File: config.mk
export PLATFORM = sky130hd
export DESIGN_NAME = fifo_param
export DESIGN_NICKNAME = d
export VERILOG_FILES = /design/src/rtl/fifo_param.sv
export SDC_FILE = /design/constraint.sdc
export NUM_CORES = 1
export LEC_CHECK = 0
export CAP_MARGIN = 10
export CORE_AREA = 2 2 100 102
export CTS_BUF_LIST = sky130_fd_sc_hd__clkbuf_8
export CTS_CLUSTER_SIZE = 14
export DETAILED_ROUTE_END_ITERATION = 10
export DIE_AREA = 0 0 102 104
export PLACE_DENSITY = 0.84
export SLEW_MARGIN = 20
export SYNTH_ARGS = -nofsm -noshare
export SYNTH_HDL_FRONTEND = slang
export SYNTH_SLANG_ARGS = --single-unit
File: constraint.sdc
create_clock -name clk -period 4.8 [get_ports clk]
set_input_delay 0.48 -clock clk [delete_from_list [all_inputs] [get_ports clk]]
set_output_delay 0.48 -clock clk [all_outputs]
set_load 0.02 [all_outputs]
File: src/rtl/fifo_param.sv
// Parametrised single-clock FIFO with full-depth usage, occupancy count, threshold flags,
// a read-data-valid strobe and sticky overflow/underflow error flags.
module fifo_param #(
    parameter int DATA_W    = 8,
    parameter int ADDR_W    = 4,
    parameter int AF_THRESH = 12,
    parameter int AE_THRESH = 4
) (
    input  logic              clk,
    input  logic              reset,
    input  logic              wr_en,
    input  logic [DATA_W-1:0] data_in,
    input  logic              rd_en,
    output logic [DATA_W-1:0] data_out,
    output logic              rd_valid,
    output logic              full,
    output logic              empty,
    output logic              almost_full,
    output logic              almost_empty,
    output logic [ADDR_W:0]   count,
    output logic              overflow,
    output logic              underflow,
    input  logic              err_clr
);

    localparam int DEPTH = 1 << ADDR_W;
    localparam logic [ADDR_W:0] AF_LVL = (ADDR_W + 1)'(AF_THRESH);
    localparam logic [ADDR_W:0] AE_LVL = (ADDR_W + 1)'(AE_THRESH);

    logic [DATA_W-1:0] mem_q [DEPTH];

    logic [ADDR_W:0]   wptr_q, wptr_d;
    logic [ADDR_W:0]   rptr_q, rptr_d;
    logic [DATA_W-1:0] data_out_q, data_out_d;
    logic              rd_valid_q, rd_valid_d;
    logic              overflow_q, overflow_d;
    logic              underflow_q, underflow_d;

    logic              wr_accept;
    logic              rd_accept;
    logic [ADDR_W:0]   count_w;

    // The extra wrap bit on each pointer lets full and empty be told apart with no lost slot.
    assign count_w = wptr_q - rptr_q;
    assign empty   = (wptr_q == rptr_q);
    assign full    = (wptr_q[ADDR_W] != rptr_q[ADDR_W]) &&
                     (wptr_q[ADDR_W-1:0] == rptr_q[ADDR_W-1:0]);

    assign wr_accept = wr_en && !full;
    assign rd_accept = rd_en && !empty;

    always_comb begin
        wptr_d      = wptr_q;
        rptr_d      = rptr_q;
        data_out_d  = data_out_q;
        rd_valid_d  = 1'b0;
        overflow_d  = overflow_q;
        underflow_d = underflow_q;

        if (wr_accept) begin
            wptr_d = wptr_q + 1'b1;
        end
        if (rd_accept) begin
            rptr_d     = rptr_q + 1'b1;
            data_out_d = mem_q[rptr_q[ADDR_W-1:0]];
            rd_valid_d = 1'b1;
        end

        // A new error in the same cycle as err_clr must survive the clear.
        if (err_clr) begin
            overflow_d  = 1'b0;
            underflow_d = 1'b0;
        end
        if (wr_en && full) begin
            overflow_d = 1'b1;
        end
        if (rd_en && empty) begin
            underflow_d = 1'b1;
        end
    end

    always_ff @(posedge clk or negedge reset) begin
        if (!reset) begin
            wptr_q      <= '0;
            rptr_q      <= '0;
            data_out_q  <= '0;
            rd_valid_q  <= 1'b0;
            overflow_q  <= 1'b0;
            underflow_q <= 1'b0;
        end else begin
            wptr_q      <= wptr_d;
            rptr_q      <= rptr_d;
            data_out_q  <= data_out_d;
            rd_valid_q  <= rd_valid_d;
            overflow_q  <= overflow_d;
            underflow_q <= underflow_d;
        end
    end

    always_ff @(posedge clk) begin
        if (wr_accept) begin
            mem_q[wptr_q[ADDR_W-1:0]] <= data_in;
        end
    end

    assign data_out     = data_out_q;
    assign rd_valid     = rd_valid_q;
    assign count        = count_w;
    assign almost_full  = (count_w >= AF_LVL);
    assign almost_empty = (count_w <= AE_LVL);
    assign overflow     = overflow_q;
    assign underflow    = underflow_q;

endmodule
==> flow_summary.toml, run 1 <==
[outcome]
status = "finished clean"

[global_routing]
grt_pass1_wl_mm = 18.47
track_usage = 0.2476
antenna_found_initial = 0
grt_pass1_vias = 3391
grt-ovfl-total = 0
grt_start_max_net_pins = 51

[die]
fp.dieH_um = 104
start_util = 0.6361
die_area_um2 = 10610
die_w_um = 102
num_rows = 36
core_area_um2 = 9549
io_pins = 33

[sta]
slew_headroom = 0.3481
setup_viol_count_final = 0
fin_crit_ns = 3.742
slew_viol_final = 0
finalCritPeriodShare = 0.7796
fin_setup_tns_ns = 0
max_clock_freq_mhz = 267.2
fin_hold_ws_ns = 0.01125
worst_slew_pin_slew_ns = 0.9778
skew_ns = 0.01453
rsz0062_at_grt = "no"
hold_viol = 0

[detailed_routing]
detail_route.wl_per_cell_um = 22.60
dr_total_vias = 3299
post-route-drc-count = 0
drtAntennaViolNets = 0
viasPerCell = 6.087
firstDrtPassIters = 5
drt_wl_total_mm = 12.25
drt_iter0_markers = 238

[critical_path]
slowest_stage = "dfrtp_1"
critPathLaunchType = "flip-flop"
cp-end-kind = "output port"
setup.worst_path.class = "flip-flop to output port"
rrSetupSlack_ns = 1.62
cp_num_buf_inv = 2
critical-path-top-delay-family = "flip-flops"
crit_chain = "inv_1, ha_1, nor2b_1, o21ai_0, a21oi_1, o221a_2, clkdlybuf4s50_1"
crit_required_ns = 4.32
path_max_fanout = 24
crit_path_max_incr_delay_ns = 0.99
arrival_ns = 3.26

[cts]
cts_setup_buffers = 0
cts_tree = "built"
cts_root_buf = "clkbuf_8"
cts.sinks = 149
path_clk_slew_ns = 0.08
htreeDepth = 4
cts_inserted_buffers = 17
clock_latency_ns = 0.44
hold_buffers = 0
post_cts_resized = 0
clock_path_buffers = 2

[power]
p_per_area_nw_per_um2 = 651.4
p_sw_w = 0.001522
seq_power_share = 0.393
p_leak_nw = 2.425
p_sw_frac = 0.3368
vdd_drop_max_uv = 392.0
intPower_w = 0.002997
pwr-share-clk = 0.249
combinationalPowerShare = 0.358

[synth]
synth_edf_count = 128
synth_fa_ha_area_frac = 0.02183
yosys-top-cells-area = "edfxtp_1, dfrtp_1, mux2i_1, mux4_2, ha_1"
syn_inst = 356
ys_seq_area_frac = 0.7193
synth_compound_area_frac = 0.04902
synth_common_cells = "edfxtp_1, mux2i_1, nor2_1"
synth_ff_type = "edfxtp_1"
synth_warnings = 0
syn_area_um2 = 6075
synth_cell_types = 37
synth_most_common_cell = "edfxtp_1"
syn_nets = 379
yosys_register_bits = 149
synth.mux.area_fraction = 0.1133
yosysTopAreaCell = "edfxtp_1"
postSynth.asyncResetShare = 0.1409
synth_top_cell_area_share = 0.6327
synth_top_family_by_area = "multiplexers"
syn-mean-instance-area_um2 = 17.06
synth_xor_xnor_area_share = 0.01586
synth-simple-area-share = 0.04882

[final_layout]
layout.nets = 419
nFillCells = 620
layout-drive-gt1-share = 0.1222
antenna_cells = 0
synthToLayoutAreaGrowth_pct = 14.19

[min_path]
holdCritPathClass = "primary input to asynchronous set/reset pin"

[placement]
dp_hpwl_mm = 7.464
portBuffers = 32
routabilityCongestion = 0.8652

[job]
max-cap-violations = 0
## worst register-to-register path: stages, from the launching register on
cell     delay (ns)
dfrtp_1        0.99
inv_1          0.11
ha_1           0.36
nand4_1        0.21
o21ai_1        0.20
nor3b_1        0.42
and2_1         0.52
## power by group through the flow
stage / clock [W] / sequential, W / combinational, W
floorplan: 0 / 0.00176 / 0.00114
global placement: 0 / 0.00178 / 0.00157
detailed placement: 0 / 0.00180 / 0.00160
CTS: 0.00114 / 0.00177 / 0.00162
global route: 0.00119 / 0.00179 / 0.00175
finish: 0.00113 / 0.00177 / 0.00162
## logic make-up after synthesis
| family | count (synthesis) |
|---|---|
| AO/OA/AOI/OAI | 46 |
| adder cells (fa/ha/maj) | 10 |
| buffers and inverters | 33 |
| multiplexers | 48 |
| flip-flops | 149 |
| AND/OR/NAND/NOR | 59 |
| XOR/XNOR | 11 |
## sequential cells by signal, summed over array words and instances (netlist names)
register and flops:
data_out 8, mem_q 128, overflow 1, rd_valid 1
rptr_q 5, underflow 1, wptr_q 5
## final timing paths
path	to	cells past startpoint	from
worst max-delay path	almost_empty	7	rptr_q[2]
worst min-delay path	rptr_q[4]	1	reset
worst max register to register	mem_q[10][3]	6	rptr_q[2]
worst min register to register	underflow	2	underflow
max in group asynchronous	rptr_q[1]	1	reset
min in group clk	underflow	2	underflow
## layout make-up
| type | count | area (um^2) | share of cell area |
|---|---|---|---|
| clock inverters | 15 | 237.7 | 0.03427 |
| well taps | 133 | 166.4 | 0.02399 |
| inverters | 17 | 63.81 | 0.009199 |
| flip-flops and latches | 149 | 4370 | 0.6301 |
| multi-input cells | 174 | 1511 | 0.2179 |
| clock buffers | 17 | 234.0 | 0.03373 |
| repair buffers | 37 | 352.8 | 0.05087 |
## routing by layer
metal / GRT usage / wire, um / vias up
met3: 0.06519 / 887 / 33
met4: 0.1371 / 488 / 0
met1: 0.3270 / 4791 / 1646
met5: 0 / 0 / -
met2: 0.3755 / 6081 / 151
li1: - / - / 1469
## per-stage QoR
stage | std cells | power [W] | cell area [um^2] | worst slack, ns | utilization
6_report | 542 | 0.004518 | 6937 | 1.058 | 0.7264
4_1_cts | 542 | 0.004533 | 6942 | 1.029 | 0.7269
2_1_floorplan | 356 | 0.002892 | 6075 | 2.061 | -
3_5_place_dp | 510 | 0.003404 | 6470 | 1.527 | 0.6775
5_1_grt | 542 | 0.004741 | 6937 | 0.8224 | 0.7264
3_3_place_gp | 510 | 0.003352 | 6470 | 1.626 | 0.6775
## cells in the final DEF, fill, tap and decap left out, drive strengths merged, types with 2 or more instances in the layout
cell / n
a22oi: 8
a31oi: 8
and2: 4
and3: 5
buf: 6
bufinv: 6
clkbuf: 17
clkdlybuf4s50: 31
clkinv: 4
dfrtp: 21
edfxtp: 128
ha: 9
inv: 21
mux2i: 32
mux4: 16
nand2: 6
nand3: 2
nand3b: 2
nand4: 5
nor2: 25
nor2b: 3
nor3b: 2
nor4: 4
o21a: 2
o21ai: 8
o22ai: 16
xnor2: 8
xor2: 3
Power figures use the tool's default switching activity.
==> inputs of run 2 (changes only) <==
--- a/config.mk
+++ b/config.mk
@@ -6,12 +6,12 @@
 export NUM_CORES = 1
 export LEC_CHECK = 0
 export CAP_MARGIN = 10
-export CORE_AREA = 2 2 100 102
+export CORE_AREA = 2 2 108 110
 export CTS_BUF_LIST = sky130_fd_sc_hd__clkbuf_8
 export CTS_CLUSTER_SIZE = 14
 export DETAILED_ROUTE_END_ITERATION = 10
-export DIE_AREA = 0 0 102 104
-export PLACE_DENSITY = 0.84
+export DIE_AREA = 0 0 110 112
+export PLACE_DENSITY = 0.77
 export SLEW_MARGIN = 20
 export SYNTH_ARGS = -nofsm -noshare
 export SYNTH_HDL_FRONTEND = slang
==> constraint.sdc (replaced) <==
create_clock -name clk -period 3.2 [get_ports clk]
set_input_delay 0.32 -clock clk [delete_from_list [all_inputs] [get_ports clk]]
set_output_delay 0.32 -clock clk [all_outputs]
set_load 0.02 [all_outputs]
==> run 2 against run 1 <==
Via count is 4.2% lower. Largest cell class unchanged. Non-clock buffer count is 3 higher. Setup slack worse by 0.81 ns. Clock power is 12% higher. Final area is 0.23% lower.
==> flow_summary.toml, run 2 (synthesis gave the netlist of run 1 again) <==
[outcome]
status = "finished clean"

[final_layout]
final_common_cell = "edfxtp_1"
antenna_cells = 0
synthToLayoutAreaGrowth_pct = 13.92
layout.nets = 422
final_core_util = 0.6193
nFillCells = 789
stdcell_area_um2 = 6920
layout-drive-gt1-share = 0.1262
final_cell_mix = "edfxtp_1, mux2i_1, clkdlybuf4s50_1"
largest_register_ffs = 128

[sta]
rsz0062_at_grt = "no"
finalCritPeriodShare = 0.9219
skew_ns = 0.01231
slew_headroom = 0.3462
fin_ws_ns = 0.2499
hold_viol = 0
setup_viol_count_final = 0
max_clock_freq_mhz = 339.0
fin_crit_ns = 2.950
worst_slew_pin_slew_ns = 0.9742
fin_setup_tns_ns = 0
slew_viol_final = 0

[critical_path]
path_max_fanout = 4
r2r_end = "mem_q[7][1]"
rrSetupSlack_ns = 0.31
reg2reg_from = "rptr_q[3]"
crit_required_ns = 2.88
cp-end-kind = "output port"
setup.worst_path.class = "flip-flop to output port"
slowest_stage = "dfrtp_1"
ff2ff_path_depth = 6
crit_path_max_incr_delay_ns = 0.40
arrival_ns = 2.63
crit_chain = "inv_1, ha_1, fa_1, nor2b_1, o21ai_0, a21oi_1, o221a_2, dlygate4sd2_1"
cp-startpoint = "wptr_q[0]"
critPathLaunchType = "flip-flop"

[cts]
hold_buffers = 0
cts.sinks = 149
cts_tree = "built"
cts_inserted_buffers = 17
cts_setup_buffers = 0
clock_latency_ns = 0.43
path_clk_slew_ns = 0.08
cts_root_buf = "clkbuf_8"
clock_path_buffers = 2
htreeDepth = 4

[detailed_routing]
viasPerCell = 5.697
drtAntennaViolNets = 0
post-route-drc-count = 0
firstDrtPassIters = 6
detail_route.wl_per_cell_um = 20.52
drt_wl_total_mm = 11.39
drt_iter0_markers = 261
dr_total_vias = 3162

[power]
vdd_drop_max_uv = 900.1
p_leak_nw = 2.436
p_per_area_nw_per_um2 = 926.7

[die]
io_pins = 33
die_area_um2 = 12320
num_rows = 39
core_area_um2 = 11170
start_util = 0.5436
fp.dieH_um = 112
die_w_um = 110

[global_routing]
grt_pass1_vias = 3226
track_usage = 0.2028
grt_pass1_wl_mm = 17.60
grt_start_max_net_pins = 51
antenna_found_initial = 0
grt-ovfl-total = 0

[job]
max-cap-violations = 0

[placement]
dp_hpwl_mm = 7.216
post_dp_cell_area_um2 = 6530
preCtsSetupSlack_ns = 0.4315
routabilityCongestion = 0.7939
portBuffers = 32

[min_path]
holdCritPathClass = "primary input to asynchronous set/reset pin"
[run 2: where the power goes]
group	leakage (nW)	switching, W	internal, W
Combinational	0.819	0.00148	0.00109
Clock	0.213	0.000621	0.000652
Sequential	1.40	0.000155	0.00241
Total	2.44	0.00225	0.00416
[run 2: routing by layer]
metal | vias to the layer above | part of all wire | GRT usage | routed length, um
met1 | 1574 | 0.40 | 0.2619 | 4553
met4 | 0 | 0.017 | 0.08101 | 194
met5 | - | 0 | 0 | 0
met3 | 11 | 0.064 | 0.05679 | 730
met2 | 108 | 0.52 | 0.3247 | 5912
li1 | 1469 | - | - | -
[run 2: final cells by class]
| class | instances | area [um^2] | share of cell area |
|---|---|---|---|
| clock buffer | 20 | 275.3 | 0.03978 |
| multi-input combinational | 174 | 1572 | 0.2271 |
| clock inverter | 12 | 76.32 | 0.01103 |
| timing repair buffer | 40 | 384.1 | 0.05551 |
| sequential | 149 | 4370 | 0.6315 |
| inverter | 17 | 63.81 | 0.009221 |
| tap | 143 | 178.9 | 0.02585 |
[run 2: worst max-delay path by stage]
stage / slack (ns) / depth (start not counted) / end
floorplan: 0.46 / 8 / mem_q[0][0]
global placement: 0.53 / 8 / almost_empty
detailed placement: 0.43 / 8 / almost_empty
CTS: 0.02 / 8 / almost_full
global route: 0.01 / 8 / almost_empty
finish: 0.25 / 8 / almost_empty
[run 2: critical path, delay by kind of cell (launching register included)]
| kind | cells | cell delay, ns |
|---|---|---|
| simple gates | 1 | 0.11 |
| flops | 1 | 0.40 |
| compound gates | 3 | 0.58 |
| buf+inv | 2 | 0.45 |
| fa+ha+maj | 2 | 0.65 |
[run 2: what timing repair did]
| item | 4_1_cts | 5_1_grt |
|---|---|---|
| pin swaps | 0 | 0 |
| resized for setup | 1 | 2 |
| endpoints found under the setup margin | 1 | 2 |
[run 2: through the flow]
step                      hold WS [ns]  instances  total power (W)
after floorplan                0.02441        356         0.004338
after global placement          0.5159        523         0.005076
after detailed placement        0.5184        523         0.005160
after CTS                       0.3933        555         0.006410
after global routing            0.4148        555         0.006764
final                           0.3745        555         0.006413
==> inputs of run 3 (changes only) <==
--- a/config.mk
+++ b/config.mk
@@ -6,12 +6,12 @@
 export NUM_CORES = 1
 export LEC_CHECK = 0
 export CAP_MARGIN = 10
-export CORE_AREA = 2 2 108 110
+export CORE_AREA = 2 2 146 148
 export CTS_BUF_LIST = sky130_fd_sc_hd__clkbuf_8
 export CTS_CLUSTER_SIZE = 14
 export DETAILED_ROUTE_END_ITERATION = 10
-export DIE_AREA = 0 0 110 112
-export PLACE_DENSITY = 0.77
+export DIE_AREA = 0 0 148 150
+export HOLD_SLACK_MARGIN = 0.06
 export SLEW_MARGIN = 20
 export SYNTH_ARGS = -nofsm -noshare
 export SYNTH_HDL_FRONTEND = slang
==> run 3 against run 2 <==
Global-route usage down 8.1 points. Utilization is 28 points lower. Sequential cell count unchanged. Clock skew is essentially flat. Largest power group unchanged. Cell count rose by 24%.
==> flow_summary.toml, run 3 (synthesis gave the netlist of run 1 again) <==
[sta]
fin_ws_ns = 0.3684
slew_headroom = 0.4024
fin_hold_ws_ns = 0.3915
finalCritPeriodShare = 0.8849
skew_ns = 0.01190
hold_viol = 0
fin_setup_tns_ns = 0
rsz0062_at_grt = "no"
setup_viol_count_final = 0
max_clock_freq_mhz = 353.2
slew_viol_final = 0
fin_crit_ns = 2.832
worst_slew_pin_slew_ns = 0.8964

[min_path]
holdCritPathClass = "primary input to asynchronous set/reset pin"

[global_routing]
grt_start_max_net_pins = 51
track_usage = 0.1219
grt_pass1_vias = 3380
antenna_found_initial = 1
grt-ovfl-total = 0
grt_pass1_wl_mm = 19.60

[critical_path]
critPathLaunchType = "flip-flop"
cp_num_cells = 7
cp_num_buf_inv = 1
arrival_ns = 2.51
cp-end-kind = "output port"
critical-path-top-delay-family = "adder cells"
ff2ff_path_depth = 5
slowest_stage = "dfrtp_1"
setup.worst_path.class = "flip-flop to output port"
crit_chain = "ha_1, fa_1, nor2b_1, o21ai_0, and3_1, o221a_2, dlymetal6s2s_1"
path_max_fanout = 10
crit_path_max_incr_delay_ns = 0.50
crit_required_ns = 2.88

[placement]
placedCellCount = 656
portBuffers = 32
routabilityCongestion = 0.8240
dp_hpwl_mm = 8.070
preCtsSetupSlack_ns = 0.4624

[die]
fp.dieH_um = 150
io_pins = 33
start_util = 0.2936
num_rows = 53
die_w_um = 148
core_area_um2 = 20690
die_area_um2 = 22200

[final_layout]
synthToLayoutAreaGrowth_pct = 16.66
multiInputGateArea_um2 = 1511
largest_register_ffs = 128
layout.nets = 425
final_common_cell = "edfxtp_1"
layout-drive-gt1-share = 0.1422
final_cell_mix = "edfxtp_1, mux2i_1, clkdlybuf4s50_1"
nFillCells = 1982
instances_no_fill = 690
seqCellArea_um2 = 4370
antenna_cells = 0

[detailed_routing]
dr_total_vias = 3236
viasPerCell = 4.690
drtAntennaViolNets = 0
post-route-drc-count = 0
detail_route.wl_per_cell_um = 18.13
firstDrtPassIters = 4
drt_iter0_markers = 409
drt_wl_total_mm = 12.51

[cts]
cts.sinks = 149
clock_latency_ns = 0.44
cts_root_buf = "clkbuf_8"
clock_path_buffers = 2
cts_inserted_buffers = 17
cts_tree = "built"
path_clk_slew_ns = 0.09
htreeDepth = 4

[power]
p_leak_nw = 2.435
p_per_area_nw_per_um2 = 918.2
vdd_drop_max_uv = 430.4
power_w = 0.006507

[job]
max-cap-violations = 0

[outcome]
status = "finished clean"
[run 3: routing by layer]
layer,part of all wire,vias up,track usage,routed length [um]
li1,-,1477,-,-
met1,0.42,1640,0.1595,5255
met2,0.49,107,0.1944,6085
met3,0.084,10,0.04024,1045
met4,0.0090,2,0.03476,112
met5,0.0010,-,0,13
[run 3: area by class of cell]
| type | instances | share of cell area |
|---|---|---|
| Inverter | 17 | 0.009004 |
| Tap cell | 275 | 0.04855 |
| Timing Repair Buffer | 43 | 0.05756 |
| Multi-Input combinational cell | 174 | 0.2133 |
| Clock buffer | 18 | 0.03496 |
| Sequential cell | 149 | 0.6167 |
| Clock inverter | 14 | 0.01995 |
[run 3: per-stage QoR]
stage	area, um^2	utilization
finish	7087	0.3425
global route	7087	0.3425
CTS	7074	0.3419
detailed placement	6678	0.3228
global placement	6678	0.3228
floorplan	6075	-
[run 3: final timing paths]
| kind | start | endpoint | slack [ns] |
|---|---|---|---|
| worst max-delay path | rptr_q[0] | almost_empty | 0.37 |
| worst min-delay path | reset | rptr_q[2] | 0.39 |
| worst max register to register | wptr_q[2] | mem_q[8][7] | 0.48 |
| worst min register to register | wptr_q[4] | wptr_q[4] | 0.54 |
| max in group asynchronous | reset | rptr_q[1] | 2.42 |
| min in group clk | err_clr | overflow | 0.49 |
[run 3: power by group]
group | switching, W | internal [W] | total, W
sequential | 0.000202 | 0.00241 | 0.00261
clock | 0.000746 | 0.000658 | 0.00140
combinational | 0.00139 | 0.00110 | 0.00249
total | 0.00234 | 0.00417 | 0.00651
[run 3: what timing repair did]
action | 4_1_cts | 5_1_grt
setup endpoints to repair | 1 | 3
hold endpoints to repair | 0 | 21
resized for setup | 0 | 3
buffers inserted | 1 | 0
hold buffers | 0 | 1
pin swaps | 1 | 0
